### src/rtl/tx_fifo_arbiter.sv
// tx_fifo_arbiter: shares the UART TX FIFO write port between a byte source and a word source.
// Define TX_ARB_FIXED_PRIO_EN to make REQ1 win every tie instead of round-robin.
module tx_fifo_arbiter #(
    parameter int DATA_WIDTH = 8
) (
    input  logic                    CLK,
    input  logic                    RST,
    input  logic                    REQ0_VALID,
    input  logic [DATA_WIDTH-1:0]   REQ0_DATA,
    output logic                    REQ0_READY,
    input  logic                    REQ1_VALID,
    input  logic [2*DATA_WIDTH-1:0] REQ1_DATA,
    output logic                    REQ1_READY,
    input  logic                    FIFO_FULL,
    output logic                    FIFO_WR,
    output logic [DATA_WIDTH-1:0]   FIFO_DATA,
    output logic                    BUSY
);

    typedef enum logic [1:0] {IDLE, SEND_B, SEND_LO, SEND_HI} state_t;

    state_t                  state;
    state_t                  next_state;
    logic [2*DATA_WIDTH-1:0] hold_reg;
    logic                    grant0;
    logic                    grant1;
    logic                    accept0;
    logic                    accept1;
    logic                    push;

`ifdef TX_ARB_FIXED_PRIO_EN
    assign grant1 = REQ1_VALID;
`else
    // last_served = 1 means REQ1 was accepted most recently, so REQ0 wins the next tie.
    logic last_served;

    assign grant1 = REQ1_VALID & (~REQ0_VALID | ~last_served);

    always_ff @(posedge CLK or negedge RST) begin
        if (!RST) begin
            last_served <= 1'b0;
        end else if (accept0) begin
            last_served <= 1'b0;
        end else if (accept1) begin
            last_served <= 1'b1;
        end
    end
`endif

    assign grant0     = REQ0_VALID & ~grant1;
    assign accept0    = (state == IDLE) & grant0;
    assign accept1    = (state == IDLE) & grant1;
    assign REQ0_READY = accept0;
    assign REQ1_READY = accept1;
    assign push       = (state != IDLE) & ~FIFO_FULL;
    assign FIFO_WR    = push;
    assign BUSY       = (state != IDLE);

    always_ff @(posedge CLK or negedge RST) begin
        if (!RST) begin
            state    <= IDLE;
            hold_reg <= '0;
        end else begin
            state <= next_state;
            if (accept0) begin
                hold_reg <= {{DATA_WIDTH{1'b0}}, REQ0_DATA};
            end else if (accept1) begin
                hold_reg <= REQ1_DATA;
            end
        end
    end

    always_comb begin
        next_state = state;
        FIFO_DATA  = '0;
        case (state)
            IDLE: begin
                if (accept0) begin
                    next_state = SEND_B;
                end else if (accept1) begin
                    next_state = SEND_LO;
                end
            end
            SEND_B: begin
                FIFO_DATA = hold_reg[DATA_WIDTH-1:0];
                if (push) begin
                    next_state = IDLE;
                end
            end
            SEND_LO: begin
                FIFO_DATA = hold_reg[DATA_WIDTH-1:0];
                if (push) begin
                    next_state = SEND_HI;
                end
            end
            SEND_HI: begin
                FIFO_DATA = hold_reg[2*DATA_WIDTH-1:DATA_WIDTH];
                if (push) begin
                    next_state = IDLE;
                end
            end
        endcase
    end

endmodule

### config.mk
export PLATFORM = sky130hd
export DESIGN_NAME = tx_fifo_arbiter
export DESIGN_NICKNAME = d
export VERILOG_FILES = /design/src/rtl/tx_fifo_arbiter.sv
export SDC_FILE = /design/constraint.sdc
export NUM_CORES = 1
export LEC_CHECK = 0
export BUFFER_PORTS_ARGS = -buffer_cell sky130_fd_sc_hd__buf_4
export CORE_ASPECT_RATIO = 0.7
export CORE_UTILIZATION = 51
export CTS_CLUSTER_SIZE = 25
export DETAILED_ROUTE_END_ITERATION = 10
export PLACE_DENSITY = 0.83
export SYNTH_ARGS = -nofsm -noshare
export SYNTH_HDL_FRONTEND = slang
export SYNTH_SLANG_ARGS = --single-unit
### constraint.sdc
create_clock -name CLK -period 2.7 [get_ports CLK]
set_clock_uncertainty 0.05 [all_clocks]
set_input_delay 0.54 -clock CLK [delete_from_list [all_inputs] [get_ports CLK]]
set_output_delay 0.54 -clock CLK [all_outputs]
set_load 0.02 [all_outputs]
## Yosys cells after proc, flatten, opt, wreduce, memory -nomap -nowiden

Index checks and enable logic that the tools add are counted.
Widths: inputs -> output; s select.

- Word-level logic and storage cells: 35
- Register bits: 19
- Input port bits: 29

- Mux-type cells: 10
- Reductions and logical operators: 6
- Eq/ne operators: 6
- Bitwise logic cells: 10

Operators with widths:

| operator | count |
|---|---|
| $mux 16 | 2 |
| $pmux 8 s2 | 1 |
| $mux 2 | 4 |
| $pmux 2 s3 | 1 |
| $and 1x1->1 | 5 |
| $eq 2x2->1 const B | 2 |
| $not 1->1 | 4 |
| $reduce_bool 2->1 | 2 |
| $reduce_or 2->1 | 2 |
| $ne 3x3->1 const B | 1 |
| $reduce_and 3->1 | 1 |
| $eq 2x1->1 const B | 1 |
| $logic_not 2->1 | 1 |
| $mux 1 | 2 |
| $ne 2x1->1 const B | 1 |
| $ne 2x2->1 const B | 1 |
| $or 1x1->1 | 1 |

## Longest topological paths before layout

- Depth after elaboration: 8
- Depth in mapped cells: 7
- Depth with buffers taken out: 5

## Worst setup path after synthesis

OpenSTA, ideal clock, no wires.

- Kind: register -> output
- Start: register state[0]
- End: output REQ1_READY
- Data arrival time: 1.301 ns
- Slack: 0.809 ns
- Stages on the path, launching flop included: 7
- Buffers on the path: 2
- Required time: 2.110 ns
- Cell sequence: dfrtp_1 -> inv_1 -> ha_1 -> buf_6 -> and2_4 -> buf_6 -> a21oi_4

- Cells in the longest elaborated chain, start to end: 2

RTL lines:

| item | RTL line | text |
|---|---|---|
| start: declaration | 22 | `state_t state;` |
| start signal: assignment | 64 | `state <= next_state;` |
| $logic_not 2->1 | 52 | `assign accept1 = (state == IDLE) & grant1;` |
| $and 1x1->1 | 52 |  |
| end: declaration | 13 | `output logic REQ1_READY,` |

Every way passes these cells.

## Final worst setup path

- Start: register state[1]
- End: output REQ1_READY

Same word-level chain as after synthesis.

==> impl_metrics.tcl <==
set metrics [dict create \
    crit_slowest_cell "dfrtp_1" \
    cp_num_cells 5 \
    drc 0 \
    syn_nets 142 \
    reg2reg_slack_ns 0.96 \
    syn_to_final_growth_pct 29.55 \
    finalWeightedCongestion 0.7264 \
    critPathMaxFanout 10 \
    cp_slowest_stage_delay_ns 0.42 \
    ios 41 \
    syn_area_sq_um 1046 \
    drive_gt1_share_pct 33.33 \
    largest_reg_flops 16 \
    grt_pass1_vias 873 \
    io_buffers 40 \
    cts_root_buf "clkbuf_4" \
    wl_mm 2.558 \
    vias_per_cell 5.775 \
    ctsHoldBuffers 0 \
    antenna_violating_nets_post_route 0 \
    die_h_um 39.89 \
    gr-total-overflow 0 \
    vias 976 \
    path_class "register to primary output" \
    die_area_sq_um 2239 \
    post_cts_resized 0 \
    cts_htree_levels 1 \
    cp-start-kind "register" \
    crit_arrival_ns 1.89 \
    nFillCells 152 \
    fmax_ghz 0.4033 \
    diodes 0 \
    finalMaxSlewViolations 0 \
    setup_ws_ns 0.2206 \
    post-place-ws_ns 0.5875 \
    seq_area_frac_synth_pct 45.45 \
    yosysWarnings 0 \
    relSlewSlack_pct 61.05 \
    hold_viol_final 0 \
    worstPathCellList "inv_1, ha_1, o21ai_2, a21oi_4, buf_4" \
    core_sq_um 1887 \
    syn_avg_cell_area_sq_um 9.596 \
    required_ns 2.11 \
    path_clk_slew_ns 0.10 \
    critPathTopFamily "compound AO/OA/AOI/OAI gates" \
    cp-end-kind "primary output" \
    tightest_slew_ns 0.5842 \
    p_leak_nw 0.6447 \
    rsz0062_at_grt "false" \
    layout_commonest_cell "buf_4" \
    dp_hpwl_mm 1.910 \
    ys_ff_latch 19 \
    maxCapViolations 0 \
    netlist_instances 109 \
    cts_buffers 3 \
    cts_setup_buffers 0 \
    p_per_area_nw_per_um2 1254 \
    fin_tns_setup_ns 0 \
    grt_max_degree 20 \
    fin_crit_sh_pct 91.83 \
    status "completed" \
    finalSetupViolCount 0 \
    rr_worst_depth 6 \
    grt_pass1_wl_mm 4.057 \
    synth.distinct_cells 26 \
    first_pass_iters 4 \
    nets 181 \
    row_count 13 \
    cts_buffer_depth 2 \
    critPathBufInv 2 \
    most-common-layout-cells "41 x buf_4, 20 x nor2_1, 19 x dfrtp_1, 9 x a22oi_1" \
    hold_path_class "input pin to asynchronous set/reset pin" \
    fp.dieW_um 56.13 \
    cts_tree "done" \
    antenna_found_initial 0 \
    period_needed_ns 2.479 \
    start_util_pct 55.44 \
    cts_num_sinks 19 \
    wl_per_cell_um 15.14 \
    grt_usage_pct 24.89 \
    ir_drop_uv 865.7 \
    insertion_delay_ns 0.30 \
    drt_iter0_drc 48 \
]
==> final cells by class <==
class                      instances  area, sq um  share of cell area (%)
clock buffer                       3        22.52                   1.662
clock inverter                     1        5.005                  0.3693
inverter                           3        11.26                  0.8310
multi-input combinational         80        505.5                   37.30
sequential                        19        475.5                   35.09
tap                               22        27.53                   2.031
timing repair buffer              41        307.8                   22.71
==> worst register-to-register path: stages, from the launching register on <==
cell and delay (ns):
dfrtp_1 0.42, inv_1 0.12, ha_1 0.30, buf_4 0.24, o32a_1 0.24, a21oi_2 0.05
o22a_1 0.21
==> metal layers <==
layer  wire [um]  up-vias  GRT usage (%)
li1            -      476              -
met1        1202      453          32.06
met2        1157       43          42.56
met3         175        4          6.271
met4          22        0          6.707
met5           0        -              0
==> synth_stat cells <==
cell,count,share of area [%]
and2_1,1,0.60
a21oi_1,2,0.96
and2b_1,1,0.72
nand3_1,8,3.8
nand2b_1,1,0.60
dfrtp_1,19,45
o32a_1,1,0.96
a21oi_2,1,0.84
a31oi_1,8,4.8
a21oi_4,1,1.6
clkbuf_1,2,0.72
and2_4,1,0.84
ha_1,4,4.8
o22a_1,1,0.84
buf_6,3,3.2
o21a_1,1,0.72
o21ai_0,8,3.8
o21ai_2,1,0.84
inv_1,3,1.1
a22oi_1,9,6.5
buf_2,1,0.48
nor2_1,20,7.2
buf_4,1,0.72
nand2_1,2,0.72
o22ai_1,1,0.60
a22o_1,8,6.7
==> report_power, final <==
group	internal (W)	switching, W	total (W)
Combinational	0.000442	0.000592	0.00103
Clock	0.0000553	0.0000872	0.000142
Sequential	0.000424	0.0000977	0.000522
Total	0.000922	0.000776	0.00170
==> worst paths after layout <==
path | startpoint | end
min in group CLK | REQ1_DATA[11] | hold_reg[11]
worst min-delay path | RST | state[0]
max in group asynchronous | RST | last_served
worst max register to register | state[1] | state[0]
worst max-delay path | state[1] | REQ1_READY
worst min register to register | last_served | last_served
==> logic make-up (layout without fill, tap and decap cells) <==
family	Yosys count	count (layout)	share of synthesized area, %
AOI/OAI and AO/OA	42	42	29.07
and+or+nand+nor	34	34	14.48
buffers and inverters	10	48	6.220
adders and majority gates	4	4	4.785
DFF	19	19	45.45
==> stage by stage <==
stage                     power [W]  instance area (sq um)  instances  hold slack, ns  util (%)
after floorplan            0.001243                   1046        109          0.1944         -
after global placement     0.001520                   1328        165          0.3760     70.36
after detailed placement   0.001554                   1328        165          0.3765     70.36
after CTS                  0.001699                   1355        169         0.04084     71.82
after global routing       0.001834                   1355        169         0.03804     71.82
final                      0.001699                   1355        169         0.03988     71.82
(Power assumes the default switching activity.)
